<file path="src/rtl/ibex_pkg.sv">
// Shared types for the fetch line buffer: FSM state encoding and a saturating counter helper.
package ibex_pkg;

  typedef enum logic {
    LB_IDLE   = 1'b0,
    LB_REFILL = 1'b1
  } line_buf_state_e;

  // Increment that sticks at all-ones instead of wrapping.
  function automatic logic [31:0] lb_sat_inc(logic [31:0] v);
    return (v == 32'hFFFF_FFFF) ? v : v + 32'd1;
  endfunction

endpackage

</file>
<file path="src/rtl/ibex_fetch_refill_ctrl.sv">
// Memory-side sequencer for a line refill: issue count, in-flight count, response slot tracking
// and word address generation.
module ibex_fetch_refill_ctrl
  import ibex_pkg::*;
#(
  parameter int unsigned LINE_WORDS      = 4,
  parameter int unsigned MEM_OUTSTANDING = 2,
  localparam int unsigned IDX_W          = $clog2(LINE_WORDS)
) (
  input  logic             clk_i,
  input  logic             rst_ni,
  input  logic             start_i,
  input  logic             active_i,
  input  logic [31:0]      base_i,
  input  logic             mem_gnt_i,
  input  logic             mem_rvalid_i,
  output logic             mem_req_o,
  output logic [31:0]      mem_addr_o,
  output logic [IDX_W-1:0] rsp_idx_o,
  output logic             rsp_last_o
);

  localparam int unsigned CNT_W = IDX_W + 1;
  localparam int unsigned OUT_W = $clog2(MEM_OUTSTANDING + 1);

  logic [CNT_W-1:0] issue_q;
  logic [OUT_W-1:0] inflight_q;
  logic [IDX_W-1:0] rx_q;
  logic             all_issued;
  logic             gnt_fire;
  logic             rsp_fire;

  assign all_issued = (issue_q == CNT_W'(LINE_WORDS));
  assign mem_req_o  = active_i & ~all_issued & (inflight_q < OUT_W'(MEM_OUTSTANDING));
  assign gnt_fire   = mem_req_o & mem_gnt_i;
  assign rsp_fire   = active_i & mem_rvalid_i;
  // Address only moves on a grant, so it stays stable while a request waits.
  assign mem_addr_o = base_i | 32'({issue_q[IDX_W-1:0], 2'b00});
  assign rsp_idx_o  = rx_q;
  assign rsp_last_o = rsp_fire & (rx_q == IDX_W'(LINE_WORDS - 1));

  // Issue, in-flight and response counters; cleared when a new refill starts.
  always_ff @(posedge clk_i or negedge rst_ni) begin
    if (!rst_ni) begin
      issue_q    <= '0;
      inflight_q <= '0;
      rx_q       <= '0;
    end else if (start_i) begin
      issue_q    <= '0;
      inflight_q <= '0;
      rx_q       <= '0;
    end else begin
      if (gnt_fire) issue_q <= issue_q + CNT_W'(1);
      if (rsp_fire) rx_q <= rx_q + IDX_W'(1);
      case ({gnt_fire, rsp_fire})
        2'b10:   inflight_q <= inflight_q + OUT_W'(1);
        2'b01:   inflight_q <= inflight_q - OUT_W'(1);
        default: inflight_q <= inflight_q;
      endcase
    end
  end

endmodule

</file>
<file path="src/rtl/ibex_fetch_line_buffer.sv">
// Single-line instruction buffer between the prefetch buffer and instruction memory.
// Optional hit/miss performance counters are built when IBEX_LINE_BUF_PERF_EN is defined.
module ibex_fetch_line_buffer
  import ibex_pkg::*;
#(
  parameter int unsigned LINE_WORDS      = 4,
  parameter int unsigned MEM_OUTSTANDING = 2
) (
  input  logic        clk_i,
  input  logic        rst_ni,
  input  logic        flush_i,
  input  logic        core_req_i,
  output logic        core_gnt_o,
  input  logic [31:0] core_addr_i,
  output logic        core_rvalid_o,
  output logic [31:0] core_rdata_o,
  output logic        core_err_o,
  output logic        mem_req_o,
  input  logic        mem_gnt_i,
  output logic [31:0] mem_addr_o,
  input  logic        mem_rvalid_i,
  input  logic [31:0] mem_rdata_i,
  input  logic        mem_err_i,
  output logic        busy_o
`ifdef IBEX_LINE_BUF_PERF_EN
  ,
  output logic [31:0] hit_cnt_o,
  output logic [31:0] miss_cnt_o
`endif
);

  localparam int unsigned IDX_W = $clog2(LINE_WORDS);
  localparam int unsigned TAG_W = 32 - IDX_W - 2;

  line_buf_state_e  state_q;
  logic             line_valid_q;
  logic             poison_q;
  logic [TAG_W-1:0] tag_q;
  logic [IDX_W-1:0] idx_q;
  logic [31:0]      line_q [LINE_WORDS];
  logic             rvalid_q;
  logic [31:0]      rdata_q;
  logic             err_q;

  logic [TAG_W-1:0] req_tag;
  logic [IDX_W-1:0] req_idx;
  logic             hit;
  logic             miss_start;
  logic [31:0]      line_base;
  logic [IDX_W-1:0] rsp_idx;
  logic             rsp_last;
  logic             unused_addr_lsb;

  assign req_tag         = core_addr_i[31:IDX_W+2];
  assign req_idx         = core_addr_i[IDX_W+1:2];
  assign unused_addr_lsb = ^core_addr_i[1:0];
  assign hit             = line_valid_q & (tag_q == req_tag) & ~flush_i;
  assign core_gnt_o      = (state_q == LB_IDLE) & core_req_i;
  assign miss_start      = core_gnt_o & ~hit;
  assign line_base       = {tag_q, {(IDX_W + 2){1'b0}}};

  assign core_rvalid_o = rvalid_q;
  assign core_rdata_o  = rdata_q;
  assign core_err_o    = err_q;
  assign busy_o        = (state_q != LB_IDLE) | rvalid_q;

  ibex_fetch_refill_ctrl #(
    .LINE_WORDS     (LINE_WORDS),
    .MEM_OUTSTANDING(MEM_OUTSTANDING)
  ) u_refill_ctrl (
    .clk_i       (clk_i),
    .rst_ni      (rst_ni),
    .start_i     (miss_start),
    .active_i    (state_q == LB_REFILL),
    .base_i      (line_base),
    .mem_gnt_i   (mem_gnt_i),
    .mem_rvalid_i(mem_rvalid_i),
    .mem_req_o   (mem_req_o),
    .mem_addr_o  (mem_addr_o),
    .rsp_idx_o   (rsp_idx),
    .rsp_last_o  (rsp_last)
  );

  // Line storage: refill responses land in their word slot in arrival order.
  always_ff @(posedge clk_i) begin
    if ((state_q == LB_REFILL) && mem_rvalid_i) begin
      line_q[rsp_idx] <= mem_rdata_i;
    end
  end

  // Control FSM with tag/valid tracking and the registered core response.
  always_ff @(posedge clk_i or negedge rst_ni) begin
    if (!rst_ni) begin
      state_q      <= LB_IDLE;
      line_valid_q <= 1'b0;
      poison_q     <= 1'b0;
      tag_q        <= '0;
      idx_q        <= '0;
      rvalid_q     <= 1'b0;
      rdata_q      <= '0;
      err_q        <= 1'b0;
    end else begin
      rvalid_q <= 1'b0;
      case (state_q)
        LB_IDLE: begin
          if (flush_i) line_valid_q <= 1'b0;
          if (core_req_i) begin
            if (hit) begin
              rvalid_q <= 1'b1;
              rdata_q  <= line_q[req_idx];
              err_q    <= 1'b0;
            end else begin
              tag_q        <= req_tag;
              idx_q        <= req_idx;
              line_valid_q <= 1'b0;
              // A flush racing the miss also keeps the refilled line from being trusted.
              poison_q     <= flush_i;
              state_q      <= LB_REFILL;
            end
          end
        end
        LB_REFILL: begin
          if (flush_i) poison_q <= 1'b1;
          if (mem_rvalid_i) begin
            if (mem_err_i) poison_q <= 1'b1;
            if (rsp_idx == idx_q) begin
              rvalid_q <= 1'b1;
              rdata_q  <= mem_rdata_i;
              err_q    <= mem_err_i;
            end
          end
          if (rsp_last) begin
            state_q      <= LB_IDLE;
            line_valid_q <= ~(poison_q | flush_i | mem_err_i);
          end
        end
        default: state_q <= LB_IDLE;
      endcase
    end
  end

`ifdef IBEX_LINE_BUF_PERF_EN
  logic [31:0] hit_cnt_q;
  logic [31:0] miss_cnt_q;

  // Saturating counts of granted hits and misses; flush does not clear them.
  always_ff @(posedge clk_i or negedge rst_ni) begin
    if (!rst_ni) begin
      hit_cnt_q  <= '0;
      miss_cnt_q <= '0;
    end else if (core_gnt_o) begin
      if (hit) hit_cnt_q <= lb_sat_inc(hit_cnt_q);
      else     miss_cnt_q <= lb_sat_inc(miss_cnt_q);
    end
  end

  assign hit_cnt_o  = hit_cnt_q;
  assign miss_cnt_o = miss_cnt_q;
`endif

endmodule

</file>
<file path="config.mk">
export PLATFORM = sky130hd
export DESIGN_NAME = ibex_fetch_line_buffer
export DESIGN_NICKNAME = d
export VERILOG_FILES = /design/src/rtl/ibex_pkg.sv /design/src/rtl/ibex_fetch_refill_ctrl.sv /design/src/rtl/ibex_fetch_line_buffer.sv
export SDC_FILE = /design/constraint.sdc
export NUM_CORES = 1
export LEC_CHECK = 0
export ABC_AREA = 1
export CORE_ASPECT_RATIO = 1.2
export CORE_MARGIN = 5
export CORE_UTILIZATION = 47
export CTS_CLUSTER_DIAMETER = 150
export DETAILED_ROUTE_END_ITERATION = 16
export PLACE_DENSITY = 0.73
export SYNTH_ARGS = -nofsm -noshare
export SYNTH_HDL_FRONTEND = slang
export SYNTH_SLANG_ARGS = --single-unit
</file>
<file path="constraint.sdc">
create_clock -name clk_i -period 3.4 [get_ports clk_i]
set_clock_uncertainty 0.2 [all_clocks]
set_input_delay 0.68 -clock clk_i [delete_from_list [all_inputs] [get_ports clk_i]]
set_output_delay 0.68 -clock clk_i [all_outputs]
set_load 0.03 [all_outputs]
</file>
==> flow_metrics.py <==
metrics = {
    "synth": {
        "ys_seq_elements": 202,
        "synth_edf_count": 128,
        "synthTopCellsByArea": "edfxtp_1 (42%), dfrtp_1 (20%), nand2_1 (13%)",
        "synthMostInstantiatedCell": "nand2_1",
        "synth.avg_cell_area_sq_um": 9.83,
        "synth_cell_type_count": 32,
        "post-synth-top-area-fraction_pct": 42.1,
        "ys.warnings.count": 0,
        "synth_area_sq_mm": 0.00913,
        "yosys.area.top_type": "edfxtp_1",
        "seq_area_frac_synth_pct": 62.4,
        "synthArstFlopShare_pct": 36.6,
        "synth_common_cells": "nand2_1 (328), edfxtp_1 (128), nand3_1 (100)",
        "syn_inst": 929,
        "synth_ff_type": "edfxtp_1",
    },
    "final_layout": {
        "diodes": 0,
        "fin_cells": 1326,
        "syn2layout_area_growth_pct": 24.9,
        "fill_cells": 1597,
        "layout.nets": 1133,
        "drive_above_1_share_pct": 6.64,
    },
    "power_and_ir_drop": {
        "leakage_nw": 4.86,
        "seqPwrFrac_pct": 39.3,
        "pwr_density_cell_mw_per_mm2": 827,
        "p_clk_share_pct": 23.2,
        "p_sw_share_pct": 37.0,
        "power_switching_mw": 3.49,
        "peakVddDrop_mv": 0.460,
        "p_int_mw": 5.94,
        "combinationalPowerShare_pct": 37.6,
    },
    "timing": {
        "fin_crit_ns": 2.97,
        "finalCritPeriodShare_pct": 87.3,
        "slew_headroom_pct": 25.1,
        "setup-tns-final_ns": 0,
        "hold_viol_final": 0,
        "max_freq_mhz": 337,
        "rsz0062_at_grt": "false",
        "setup-violations-final": 0,
        "worst_slew_pin_slew_ns": 1.12,
        "drv_slew": 0,
    },
    "placed_design": {
        "place_inst": 1289,
        "io_buffers": 135,
        "gp_congestion": 0.763,
        "dp_hpwl_microns": 13200,
    },
    "worst_setup_path": {
        "worstPathArrival_ns": 2.09,
        "worstSetupStartpoint": "u_refill_ctrl.issue_q[0]",
        "cp-end-kind": "output port",
        "critPathLaunchType": "flop",
        "required_ns": 2.52,
        "path_max_fanout": 4,
        "rr_startpoint": "state_q",
        "critical_path_class": "reg -> out",
        "r2r_setup_slack_ns": 0.91,
        "r2r_end": "core_rdata_o[12]",
        "r2r.worst_path.cells": 5,
    },
    "cts": {
        "cts_resized": 0,
        "cts_root_buffer": "clkbuf_16",
        "clkTransAtPathRegs_ns": 0.06,
        "cts_setup_buffers": 0,
        "cts-htree-levels": 1,
        "insertion_delay_ns": 0.49,
        "cts_tree": "built",
        "cts_buffer_depth": 3,
        "numCtsBuffers": 21,
        "cts.sinks": 202,
        "cts_hold_buf": 0,
    },
    "floorplan": {
        "die_h_microns": 163,
        "die-area_sq_mm": 0.0223,
        "ios": 140,
        "initial_utilization_pct": 48.1,
        "core_area_sq_mm": 0.0190,
        "rows": 55,
        "die_w_microns": 137,
    },
    "grt": {
        "grt_max_degree": 54,
        "grt_pass1_vias": 6734,
        "grt_usage_pct": 19.1,
        "antenna_found_initial": 0,
        "grt_pass1_wl_microns": 34100,
        "grt_remaining_overflow": 0,
    },
    "detailed_routing": {
        "drtIter0Drc": 434,
        "drtAntennaViolNets": 0,
        "firstDrtPassIters": 5,
        "via_per_inst": 5.16,
        "drt-total-wl_microns": 21100,
        "drc_errors": 0,
        "wire_per_inst_microns": 15.9,
        "vias": 6840,
    },
    "worst_hold_path": {
        "min_path_type": "in -> async",
    },
    "job": {
        "drv_cap": 0,
    },
    "run_status": {
        "status": "complete, no violations",
    },
}
cell usage in the layout, fill, tap and decap left out, types with 6 or more instances in the layout:
| master | Yosys | layout |
|---|---|---|
| a21oi_1 | 32 | 32 |
| a32o_1 | 32 | 32 |
| buf_4 | 8 | 19 |
| clkbuf_16 | 0 | 21 |
| clkdlybuf4s50_1 | 0 | 131 |
| dfrtp_1 | 74 | 73 |
| edfxtp_1 | 128 | 128 |
| ha_1 | 6 | 6 |
| inv_1 | 70 | 70 |
| nand2_1 | 328 | 328 |
| nand3_1 | 100 | 100 |
| nor2_1 | 36 | 32 |
| o21ai_0 | 33 | 33 |
| xnor2_1 | 11 | 11 |
per-layer routing:
layer / up-vias / GRT usage, % / part of all wire (%)
met5: - / 0 / 0
met4: 0 / 4.58 / 1.6
met3: 34 / 4.39 / 7.3
met2: 184 / 33.7 / 51
met1: 3267 / 23.6 / 41
li1: 3355 / - / -
power by group through the flow:
| stage | Combinational, mW | Clock [mW] | Sequential, mW |
|---|---|---|---|
| 2_1_floorplan | 1.59 | 0 | 4.33 |
| 3_3_place_gp | 3.51 | 0 | 3.73 |
| 3_5_place_dp | 3.57 | 0 | 3.75 |
| 4_1_cts | 3.59 | 2.23 | 3.71 |
| 5_1_grt | 3.90 | 2.34 | 3.79 |
| 6_report | 3.55 | 2.18 | 3.70 |
cells by family (layout without fill, tap and decap cells):
family | count (synthesis) | in the layout | synth area share (%)
simple gates | 473 | 473 | 21.3
flops | 202 | 202 | 62.4
buf+inv | 126 | 266 | 6.15
compound gates | 105 | 105 | 7.76
xor+xnor | 16 | 16 | 1.53
fa+ha+maj | 6 | 6 | 0.822
other cells | 1 | 2 | 0.0411
registers in the layout, indices dropped and copies added, names as in the netlist, 2 cells and up:
register / cells
u_refill_ctrl.rsp_idx_o: 2
core_rdata_o: 32
tag_q: 28
u_refill_ctrl.issue_q: 3
idx_q: 2
line_q: 128
u_refill_ctrl.inflight_q: 2
worst max-delay path, stage by stage (launching register included):
cell and delay (ns):
dfrtp_1 0.40, inv_1 0.06, ha_1 0.19, nand2_1 0.06, nand2_1 0.04, nor2_1 0.16, clkdlybuf4s50_1 0.70
layout make-up:
type / count / area, sq um / share of cell area (%)
inverters: 73 / 274 / 2.40
well taps: 256 / 320 / 2.81
flip-flops and latches: 202 / 5700 / 50.0
clock buffers: 25 / 541 / 4.74
repair buffers: 156 / 1540 / 13.5
multi-input cells: 602 / 2920 / 25.6
clock inverters: 12 / 109 / 0.955
per-stage QoR:
step	hold slack, ns	worst slack [ns]	area [sq um]	total power, mW	util [%]
after CTS	0.0824	0.379	11400	9.53	60.0
after global placement	0.264	0.459	10800	7.24	56.6
after global routing	0.103	0.302	11400	10.0	60.0
after floorplan	0.184	0.293	9140	5.93	-
after detailed placement	0.279	0.410	10800	7.32	56.6
final	0.0495	0.433	11400	9.43	60.0
how the worst max path moves through the flow:
stage                       end  slack (ns)  cells past startpoint
2_1_floorplan      line_valid_q        0.29                      5
3_3_place_gp   core_rdata_o[21]        0.46                     12
3_5_place_dp   core_rdata_o[15]        0.41                     12
4_1_cts               mem_req_o        0.38                      6
5_1_grt               mem_req_o        0.30                      6
6_report              mem_req_o        0.43                      6
Note: power is estimated with default switching activity, not from simulation.
